<file path="config.mk">
export PLATFORM = sky130hd
export DESIGN_NAME = rx_frame_capture
export DESIGN_NICKNAME = d
export VERILOG_FILES = /design/src/rtl/rx_frame_capture.sv
export SDC_FILE = /design/constraint.sdc
export NUM_CORES = 1
export LEC_CHECK = 0
export ABC_AREA = 0
export CORE_MARGIN = 2
export CORE_UTILIZATION = 51
export CTS_CLUSTER_DIAMETER = 80
export CTS_CLUSTER_SIZE = 25
export DETAILED_ROUTE_END_ITERATION = 12
export GPL_TIMING_DRIVEN = 0
export PLACE_DENSITY = 0.77
export SYNTH_ARGS = -nofsm -noshare
export SYNTH_HDL_FRONTEND = slang
export SYNTH_SLANG_ARGS = --single-unit
</file>
<file path="constraint.sdc">
create_clock -name O_CLK -period 9.58 [get_ports O_CLK]
set_clock_uncertainty 0.15 [all_clocks]
set_input_delay 1.916 -clock O_CLK [delete_from_list [all_inputs] [get_ports O_CLK]]
set_output_delay 1.916 -clock O_CLK [all_outputs]
set_load 0.1 [all_outputs]
</file>
<file path="src/rtl/rx_frame_capture.sv">
// Video capture front end: crops an active window from sync-framed VIDEO and packs
// reduced-depth pixels into BRAM words, with optional double buffering and sync lock.
module rx_frame_capture #(
    parameter int H_START     = 0,
    parameter int H_ACTIVE    = 576,
    parameter int V_START     = 0,
    parameter int V_ACTIVE    = 384,
    parameter int PIX_IN_W    = 10,
    parameter int PIX_OUT_W   = 8,
    parameter int PACK        = 1,
    parameter int ADDR_W      = 14,
    parameter int DOUBLE_BUF  = 0,
    parameter bit HS_POL      = 1'b0,
    parameter bit VS_POL      = 1'b0,
    parameter int LOCK_FRAMES = 4,
    parameter int CNT_W       = 11
) (
    input  logic                      O_CLK,
    input  logic                      RST,
    input  logic                      ENABLE,
    input  logic                      O_HS,
    input  logic                      O_VS,
    input  logic [PIX_IN_W-1:0]       VIDEO,
    output logic [PIX_OUT_W*PACK-1:0] BRAM_DIN,
    output logic [ADDR_W-1:0]         BRAM_ADDR,
    output logic                      BRAM_WE,
    output logic                      WR_BANK,
    output logic                      RD_BANK,
    output logic                      FRAME_DONE,
    output logic                      LOCKED,
    output logic [CNT_W-1:0]          LINE_COUNT
);

    localparam int LANE_W  = (PACK > 1) ? $clog2(PACK) : 1;
    localparam int WORD_W  = PIX_OUT_W * PACK;
    localparam int IDX_W   = ADDR_W + 1;
    localparam int BANK_AW = ADDR_W - DOUBLE_BUF;
    localparam int STB_W   = $clog2(LOCK_FRAMES + 1);

    localparam logic [CNT_W:0]      H_BEG     = (CNT_W+1)'(H_START);
    localparam logic [CNT_W:0]      H_END     = (CNT_W+1)'(H_START + H_ACTIVE);
    localparam logic [CNT_W:0]      V_BEG     = (CNT_W+1)'(V_START);
    localparam logic [CNT_W:0]      V_END     = (CNT_W+1)'(V_START + V_ACTIVE);
    localparam logic [CNT_W-1:0]    CNT_MAX   = {CNT_W{1'b1}};
    localparam logic [IDX_W-1:0]    BANK_CAP  = {{(IDX_W-1){1'b0}}, 1'b1} << BANK_AW;
    localparam logic [LANE_W-1:0]   LANE_LAST = LANE_W'(PACK - 1);
    localparam logic [STB_W-1:0]    LOCK_N    = STB_W'(LOCK_FRAMES);

    logic                 hs_r;
    logic                 vs_r;
    logic                 hs_d_r;
    logic                 vs_d_r;
    logic [PIX_IN_W-1:0]  video_r;

    logic [CNT_W-1:0]     x_r;
    logic [CNT_W-1:0]     y_r;

    logic                 cap_en_r;
    logic [IDX_W-1:0]     idx_r;
    logic [LANE_W-1:0]    lane_r;
    logic [WORD_W-1:0]    pack_r;
    logic                 we_r;
    logic [WORD_W-1:0]    din_r;
    logic [ADDR_W-1:0]    addr_r;

    logic                 frame_done_r;
    logic                 wr_bank_r;
    logic                 rd_bank_r;
    logic [CNT_W-1:0]     line_count_r;
    logic [STB_W-1:0]     stable_r;
    logic                 locked_r;

    logic                 hs_edge_s;
    logic                 vs_edge_s;
    logic                 visible_s;
    logic                 room_s;
    logic                 frame_ok_s;
    logic [PIX_OUT_W-1:0] pixel_s;
    logic [WORD_W-1:0]    word_s;
    logic [ADDR_W-1:0]    addr_s;
    logic [STB_W-1:0]     stable_next_s;
    logic                 unused_video_s;

    // Register sync and pixel together so edges and data stay aligned
    always_ff @(posedge O_CLK or posedge RST) begin
        if (RST) begin
            hs_r    <= 1'b0;
            vs_r    <= 1'b0;
            hs_d_r  <= 1'b0;
            vs_d_r  <= 1'b0;
            video_r <= '0;
        end else begin
            hs_r    <= O_HS;
            vs_r    <= O_VS;
            hs_d_r  <= hs_r;
            vs_d_r  <= vs_r;
            video_r <= VIDEO;
        end
    end

    // An edge is a registered transition into the active level
    assign hs_edge_s = (hs_r == HS_POL) && (hs_d_r != HS_POL);
    assign vs_edge_s = (vs_r == VS_POL) && (vs_d_r != VS_POL);

    assign visible_s = cap_en_r
                     && ({1'b0, x_r} >= H_BEG) && ({1'b0, x_r} < H_END)
                     && ({1'b0, y_r} >= V_BEG) && ({1'b0, y_r} < V_END);
    assign pixel_s        = video_r[PIX_IN_W-1 -: PIX_OUT_W];
    assign room_s         = (idx_r < BANK_CAP);
    assign frame_ok_s     = cap_en_r && ({1'b0, y_r} >= V_END);
    assign unused_video_s = ^video_r;

    // Position counters; a VS edge overrides a coincident HS edge for y
    always_ff @(posedge O_CLK or posedge RST) begin
        if (RST) begin
            x_r <= '0;
            y_r <= '0;
        end else begin
            if (hs_edge_s) begin
                x_r <= '0;
            end else if (x_r != CNT_MAX) begin
                x_r <= x_r + CNT_W'(1);
            end else begin
                x_r <= x_r;
            end

            if (vs_edge_s) begin
                y_r <= '0;
            end else if (hs_edge_s && (y_r != CNT_MAX)) begin
                y_r <= y_r + CNT_W'(1);
            end else begin
                y_r <= y_r;
            end
        end
    end

    // Insert the current pixel into its lane; lane 0 occupies the LSBs
    always_comb begin
        word_s = pack_r;
        for (int i = 0; i < PACK; i++) begin
            if (lane_r == LANE_W'(i)) begin
                word_s[i*PIX_OUT_W +: PIX_OUT_W] = pixel_s;
            end else begin
                word_s[i*PIX_OUT_W +: PIX_OUT_W] = pack_r[i*PIX_OUT_W +: PIX_OUT_W];
            end
        end
    end

    // With double buffering the address MSB names the bank being written
    always_comb begin
        if (DOUBLE_BUF != 0) begin
            addr_s = {wr_bank_r, idx_r[ADDR_W-2:0]};
        end else begin
            addr_s = idx_r[ADDR_W-1:0];
        end
    end

    // Packing and BRAM write path; writes stop once the bank is full
    always_ff @(posedge O_CLK or posedge RST) begin
        if (RST) begin
            cap_en_r <= 1'b0;
            idx_r    <= '0;
            lane_r   <= '0;
            pack_r   <= '0;
            we_r     <= 1'b0;
            din_r    <= '0;
            addr_r   <= '0;
        end else begin
            we_r <= 1'b0;
            if (vs_edge_s) begin
                cap_en_r <= ENABLE;
                idx_r    <= '0;
                lane_r   <= '0;
            end else if (hs_edge_s) begin
                lane_r <= '0;
            end else if (visible_s) begin
                pack_r <= word_s;
                if (lane_r == LANE_LAST) begin
                    lane_r <= '0;
                    if (room_s) begin
                        we_r   <= 1'b1;
                        din_r  <= word_s;
                        addr_r <= addr_s;
                        idx_r  <= idx_r + IDX_W'(1);
                    end
                end else begin
                    lane_r <= lane_r + LANE_W'(1);
                end
            end
        end
    end

    // A frame is stable when its line count repeats and y never saturated
    always_comb begin
        if ((y_r == line_count_r) && (y_r != CNT_MAX)) begin
            if (stable_r == LOCK_N) begin
                stable_next_s = stable_r;
            end else begin
                stable_next_s = stable_r + STB_W'(1);
            end
        end else begin
            stable_next_s = '0;
        end
    end

    // Frame completion, bank swap and lock tracking at each VS edge
    always_ff @(posedge O_CLK or posedge RST) begin
        if (RST) begin
            frame_done_r <= 1'b0;
            wr_bank_r    <= 1'b0;
            rd_bank_r    <= (DOUBLE_BUF != 0);
            line_count_r <= '0;
            stable_r     <= '0;
            locked_r     <= 1'b0;
        end else begin
            frame_done_r <= 1'b0;
            if (vs_edge_s) begin
                line_count_r <= y_r;
                stable_r     <= stable_next_s;
                locked_r     <= (stable_next_s == LOCK_N);
                if (frame_ok_s) begin
                    frame_done_r <= 1'b1;
                    rd_bank_r    <= wr_bank_r;
                    if (DOUBLE_BUF != 0) begin
                        wr_bank_r <= ~wr_bank_r;
                    end
                end
            end else if (y_r == CNT_MAX) begin
                stable_r <= '0;
                locked_r <= 1'b0;
            end
        end
    end

    assign BRAM_DIN   = din_r;
    assign BRAM_ADDR  = addr_r;
    assign BRAM_WE    = we_r;
    assign WR_BANK    = wr_bank_r;
    assign RD_BANK    = rd_bank_r;
    assign FRAME_DONE = frame_done_r;
    assign LOCKED     = locked_r;
    assign LINE_COUNT = line_count_r;

endmodule

</file>
Word-level counts from Yosys, hierarchy flattened
Index checks and enable logic that the tools add are counted.

storage, ports and cells
  register bits after elaboration = 101
  input bits = 15
  output and inout bits = 38
  logic and storage cells = 85

operators by class
  add/subtract/negate cells = 5
  magnitude comparators = 4
  equal/unequal tests = 8
  multiplexer cells = 27
  bitwise operators = 5
  reductions and logical operators = 17

operators with widths
  cell                                                           number
  two-way mux 15 bit                                             5
  two-way mux 11 bit                                             4
  adder 11 x 1 -> 11 bit (second input constant)                 2
  inequality test 11 bit (second input constant)                 2
  adder 15 x 1 -> 15 bit (second input constant)                 1
  less-than comparator 15 bit (second input constant)            1
  two-way mux 1 bit                                              13
  two-way mux 3 bit                                              4
  == test 11 bit                                                 1
  == test 11 bit (second input constant)                         1
  >= comparator 11 x 9 -> 1 bit (second input constant)          1
  less-than comparator 11 x 10 -> 1 bit (second input constant)  1
  less-than comparator 11 x 9 -> 1 bit (second input constant)   1
  nonzero test 2 bit                                             5
  two-way mux 8 bit                                              1
  logical AND 1 bit                                              7
  == test 3 bit (second input constant)                          2
  NOT 1 bit                                                      5
  AND reduction 5 bit                                            1
  inequality test 2 x 1 -> 1 bit (second input constant)         2
  AND reduction 4 bit                                            1
  adder 3 x 1 -> 3 bit (second input constant)                   1
  AND reduction 3 bit                                            1
  nonzero test 3 bit                                             1
  2 further kinds                                                2

Depth between registers and ports, before layout
  word-level depth = 6
  mapped depth = 7
  mapped depth without buffers = 7

Worst setup path after synthesis
No wires, ideal clock.

  kind = reg2out
  from = reg line_count_r[10], in the netlist LINE_COUNT[10]
  to = out LINE_COUNT[10]
  arrival = 0.925 ns
  data required time = 7.514 ns
  path slack = 6.589 ns
  stages on the path, launching flop included = 1
  buffers on the path = 0
  path through = dfrtp_1

RTL lines
  element                 RTL line  text
  start, declared         69        logic [CNT_W-1:0] line_count_r;
  start signal, assigned  218       line_count_r <= y_r;
  end, declared           31        output logic [CNT_W-1:0] LINE_COUNT

No word-level cell between the ends.

Final worst setup path
  from = reg line_count_r[2], in the netlist LINE_COUNT[2]
  to = out LINE_COUNT[2]

No word-level cell between the ends.

==> results.md <==
• **post-synthesis share of cell area spent on and, or, nand and nor gates** 0.183
• **number of remaining DRC errors** 0
• **Worst-path clk slew** 0.09 ns
• **post-route worst setup slack** 5.60 ns
• **Worst Tran Pin Value** 0.990 ns
• **category of the worst setup path launch point** flip-flop
• **endpoint arrival time on the critical path** 1.92 ns
• **unrepaired setup endpoints after global routing** no
• **delay of the slowest cell on the worst path** 1.17 ns
• **leading area contributor after synthesis** sky130_fd_sc_hd__dfrtp_1
• **startpoint-to-endpoint class of the critical path** flip-flop to output port
• **layout cells sized above 1** 0.128
• **timing-limited maximum frequency** 251 MHz
• **Total Negative Setup Slacks** 0 ns
• **placement row count** 31
• **maxcap violations** 0
• **flop and latch count out of synthesis** 89
• **global-route wire length before repair** 13,000 um
• **worst-case setup slack after placement** 5.97 ns
• **highest-delay cell along the critical path** sky130_fd_sc_hd__clkdlybuf4s50_1
• **Layout Utilization** 0.652
• **routed wire length** 7440 um
• **total inserted antenna cells** 0
• **Final setup viols** 0
• **post-synthesis cell count** 363
• **total clock sinks** 89
• **ys async rst share** 1.00
• **class of the tightest hold or removal check** flip-flop to flip-flop
• **count of non-filler cells in the finished layout** 528
• **EDFF count, synth** 0
• **TritonCTS clock tree** done
• **HPWL reported at the end of detailed placement** 5240 um
• **Post-synth top flop** sky130_fd_sc_hd__dfrtp_1
• **routability-driven placement congestion ratio** 0.809
• **DR vias/cell** 5.30
• **Hold Slack** 0.263 ns
• **area fraction in compound gates after synthesis** 0.0518
• **CTS hold repair buffers** 0
• **post-route cell area** 4780 um2
• **Final #Nets** 445
• **Boundary Pins** 53
• **total via count after detailed routing** 2,800
• **aggregate global routing overflow** 0
• **Setup crit end kind** output port
• **Slew HR** 0.338
• **die outline width** 91.6 um
• **antenna violations before repair** 0
• **netlist area before placement** 3920 um2
• **number of pins exceeding their max-slew limit in the final report** 0
• **Total Die Area** 8390 um2
• **Max clock buf depth** 2
• **Period Utilization, post-route** 0.416
• **result of the run** completed
• **start point of the worst hold path** hs_r$_DFF_PP0_
• **Largest delay share family, worst path** buffers and inverters
• **peak supply drop** 184 uV
• **final hold violation count** 0
• **total routing resource utilization after global routing** 0.194
• **Post-CTS Setup Bufs** 0
• **Area Growth Syn to Fin** 22.0%
• **effective utilization at floorplan** 0.534
• **multiplexer area fraction after synthesis** 0.0684
• **Placed Instances** 512
• **number of global-route vias before repair** 2,836
• **power per standard cell area** 213 nW/um2
• **number of nets still failing antenna checks after routing** 0
• **fraction of synthesized cell area taken by the top area cell type** 0.569
• **CORE AREA** 7330 um2
• **overall power consumption** 1.02 mW
• **Avg Synthesized Cell Area** 10.8 um2
• **cts bufs inserted** 9
• **launch instance of the worst register-to-register path** x_r[0]$_DFFE_PP0P_
• **DRC marker count from the first detailed-route iteration** 124
• **main combinational cell family by area after synthesis** simple AND/OR/NAND/NOR gates
• **LEAKAGE** 2.12 nW
• **worst skew pair latency** 0.36 ns
• **min Tclk post-route** 3.98 ns
• **Pre-antenna DRT Iters** 4
• **largest fanout of any net on the critical path** 3
• **required time worst endpoint** 7.51 ns
• **number of warnings printed during yosys synthesis** 1
• **top cells by area in the synthesized netlist** sky130_fd_sc_hd__dfrtp_1 (57%), sky130_fd_sc_hd__mux2_2 (6.3%), sky130_fd_sc_hd__xnor2_1 (5.8%), sky130_fd_sc_hd__nand2_1 (5.2%), sky130_fd_sc_hd__nor2_1 (3.5%)
• **count of different cell masters after synthesis** 39
• **number of port buffers** 48
• **number of H-tree levels** 3
• **Critical Path Start** LINE_COUNT[2]$_DFFE_PP0P_
• **share of synthesized area occupied by flip-flops and latches** 0.569
• **Bufs and invs on worst path** 1
• **CTS resizes** 0
• **routed length per placed instance** 14.1 um
• **pin count of the biggest net entering global routing** 60
• **area post-placement** 4550 um2
• **adder-cell share of the synthesized area** 0.0192
• **cell-by-cell listing of the critical path** clkdlybuf4s50_1
• **synthesized-area fraction occupied by xor and xnor cells** 0.0738
• **height of the die** 91.6 um
• **clock root buffer** sky130_fd_sc_hd__clkbuf_8
==> cell usage after synthesis, types with 2 or more instances <==
cell type,instances
sky130_fd_sc_hd__buf_2,4
sky130_fd_sc_hd__buf_6,2
sky130_fd_sc_hd__a31oi_1,5
sky130_fd_sc_hd__nand2_1,54
sky130_fd_sc_hd__xnor2_1,26
sky130_fd_sc_hd__dfrtp_1,89
sky130_fd_sc_hd__clkbuf_1,7
sky130_fd_sc_hd__nand2b_1,2
sky130_fd_sc_hd__nor2b_1,3
sky130_fd_sc_hd__o21ai_0,9
sky130_fd_sc_hd__nor3_1,12
sky130_fd_sc_hd__nor4_1,4
sky130_fd_sc_hd__inv_1,7
sky130_fd_sc_hd__xor2_1,7
sky130_fd_sc_hd__a21oi_1,13
sky130_fd_sc_hd__ha_1,6
sky130_fd_sc_hd__buf_4,4
sky130_fd_sc_hd__mux2_2,22
sky130_fd_sc_hd__nand3_1,14
sky130_fd_sc_hd__or3_1,5
sky130_fd_sc_hd__nor2_1,36
sky130_fd_sc_hd__nand4_1,11
sky130_fd_sc_hd__mux2i_1,2
sky130_fd_sc_hd__and3_1,3
sky130_fd_sc_hd__and4_1,2
==> per-layer routing <==
metal | share of wire | track usage
met1 | 0.46 | 0.269
met4 | 0.017 | 0.0631
met3 | 0.044 | 0.0460
met5 | 0 | 0
met2 | 0.48 | 0.303
==> state kept, by name, indices dropped and copies added (netlist names) <==
register / flops
BRAM_ADDR: 14
cap_en_r: 1
hs_r: 1
x_r: 11
video_r: 8
vs_d_r: 1
hs_d_r: 1
stable_r: 3
idx_r: 15
y_r: 11
LOCKED: 1
BRAM_DIN: 8
FRAME_DONE: 1
BRAM_WE: 1
vs_r: 1
LINE_COUNT: 11
==> cell families (layout without fill, tap and decap cells) <==
group / Yosys count / count (layout)
multiplexers: 24 / 24
AO/OA/AOI/OAI: 33 / 33
adder cells (fa/ha/maj): 6 / 6
XOR/XNOR: 33 / 33
buffers and inverters: 26 / 91
AND/OR/NAND/NOR: 151 / 151
flip-flops: 89 / 89
other: 1 / 2
==> placed cells by master, fill, tap and decap left out, types with 2 or more instances in the layout <==
| cell type | count |
|---|---|
| sky130_fd_sc_hd__nand3_1 | 14 |
| sky130_fd_sc_hd__or3_1 | 5 |
| sky130_fd_sc_hd__bufinv_16 | 2 |
| sky130_fd_sc_hd__a31oi_1 | 5 |
| sky130_fd_sc_hd__ha_1 | 6 |
| sky130_fd_sc_hd__xor2_1 | 7 |
| sky130_fd_sc_hd__clkbuf_1 | 7 |
| sky130_fd_sc_hd__xnor2_1 | 26 |
| sky130_fd_sc_hd__mux2i_1 | 2 |
| sky130_fd_sc_hd__nor2b_1 | 3 |
| sky130_fd_sc_hd__nand2_1 | 54 |
| sky130_fd_sc_hd__clkbuf_8 | 9 |
| sky130_fd_sc_hd__clkdlybuf4s50_1 | 48 |
| sky130_fd_sc_hd__buf_4 | 4 |
| sky130_fd_sc_hd__mux2_2 | 22 |
| sky130_fd_sc_hd__nand2b_1 | 2 |
| sky130_fd_sc_hd__buf_2 | 4 |
| sky130_fd_sc_hd__nor4_1 | 4 |
| sky130_fd_sc_hd__buf_6 | 2 |
| sky130_fd_sc_hd__nand4_1 | 11 |
| sky130_fd_sc_hd__conb_1 | 2 |
| sky130_fd_sc_hd__nor2_1 | 36 |
| sky130_fd_sc_hd__dfrtp_1 | 89 |
| sky130_fd_sc_hd__a21oi_1 | 13 |
| sky130_fd_sc_hd__inv_6 | 3 |
| sky130_fd_sc_hd__and3_1 | 3 |
| sky130_fd_sc_hd__and4_1 | 2 |
| sky130_fd_sc_hd__o21ai_0 | 9 |
| sky130_fd_sc_hd__inv_1 | 6 |
| sky130_fd_sc_hd__nor3_1 | 12 |
==> where the power goes <==
group / total, mW / switching, mW / internal, mW
combinational: 0.282 / 0.202 / 0.0801
clock: 0.289 / 0.139 / 0.150
sequential: 0.445 / 0.0313 / 0.413
total: 1.02 / 0.373 / 0.643
==> layout make-up <==
cell class / instances / area, um2
fill: 572 / 2550
clock buffer: 9 / 124
buffer: 19 / 108
tap: 99 / 124
clock inverter: 7 / 100
timing repair buffer: 49 / 508
inverter: 7 / 28.8
sequential: 89 / 2230
multi-input combinational: 249 / 1560
==> final timing paths <==
check                           slack, ns              endpoint  cells after the start
worst min-delay path                 0.26      hs_d_r$_DFF_PP0_                      0
worst min register to register       0.26      hs_d_r$_DFF_PP0_                      0
worst max register to register       7.43    x_r[9]$_DFFE_PP0P_                      6
worst max-delay path                 5.60         LINE_COUNT[2]                      1
min in group asynchronous            1.76  video_r[7]$_DFF_PP0_                      2
max in group asynchronous            6.90  idx_r[5]$_DFFE_PP0P_                      3
No activity file was read; power rests on OpenSTA's default activity.
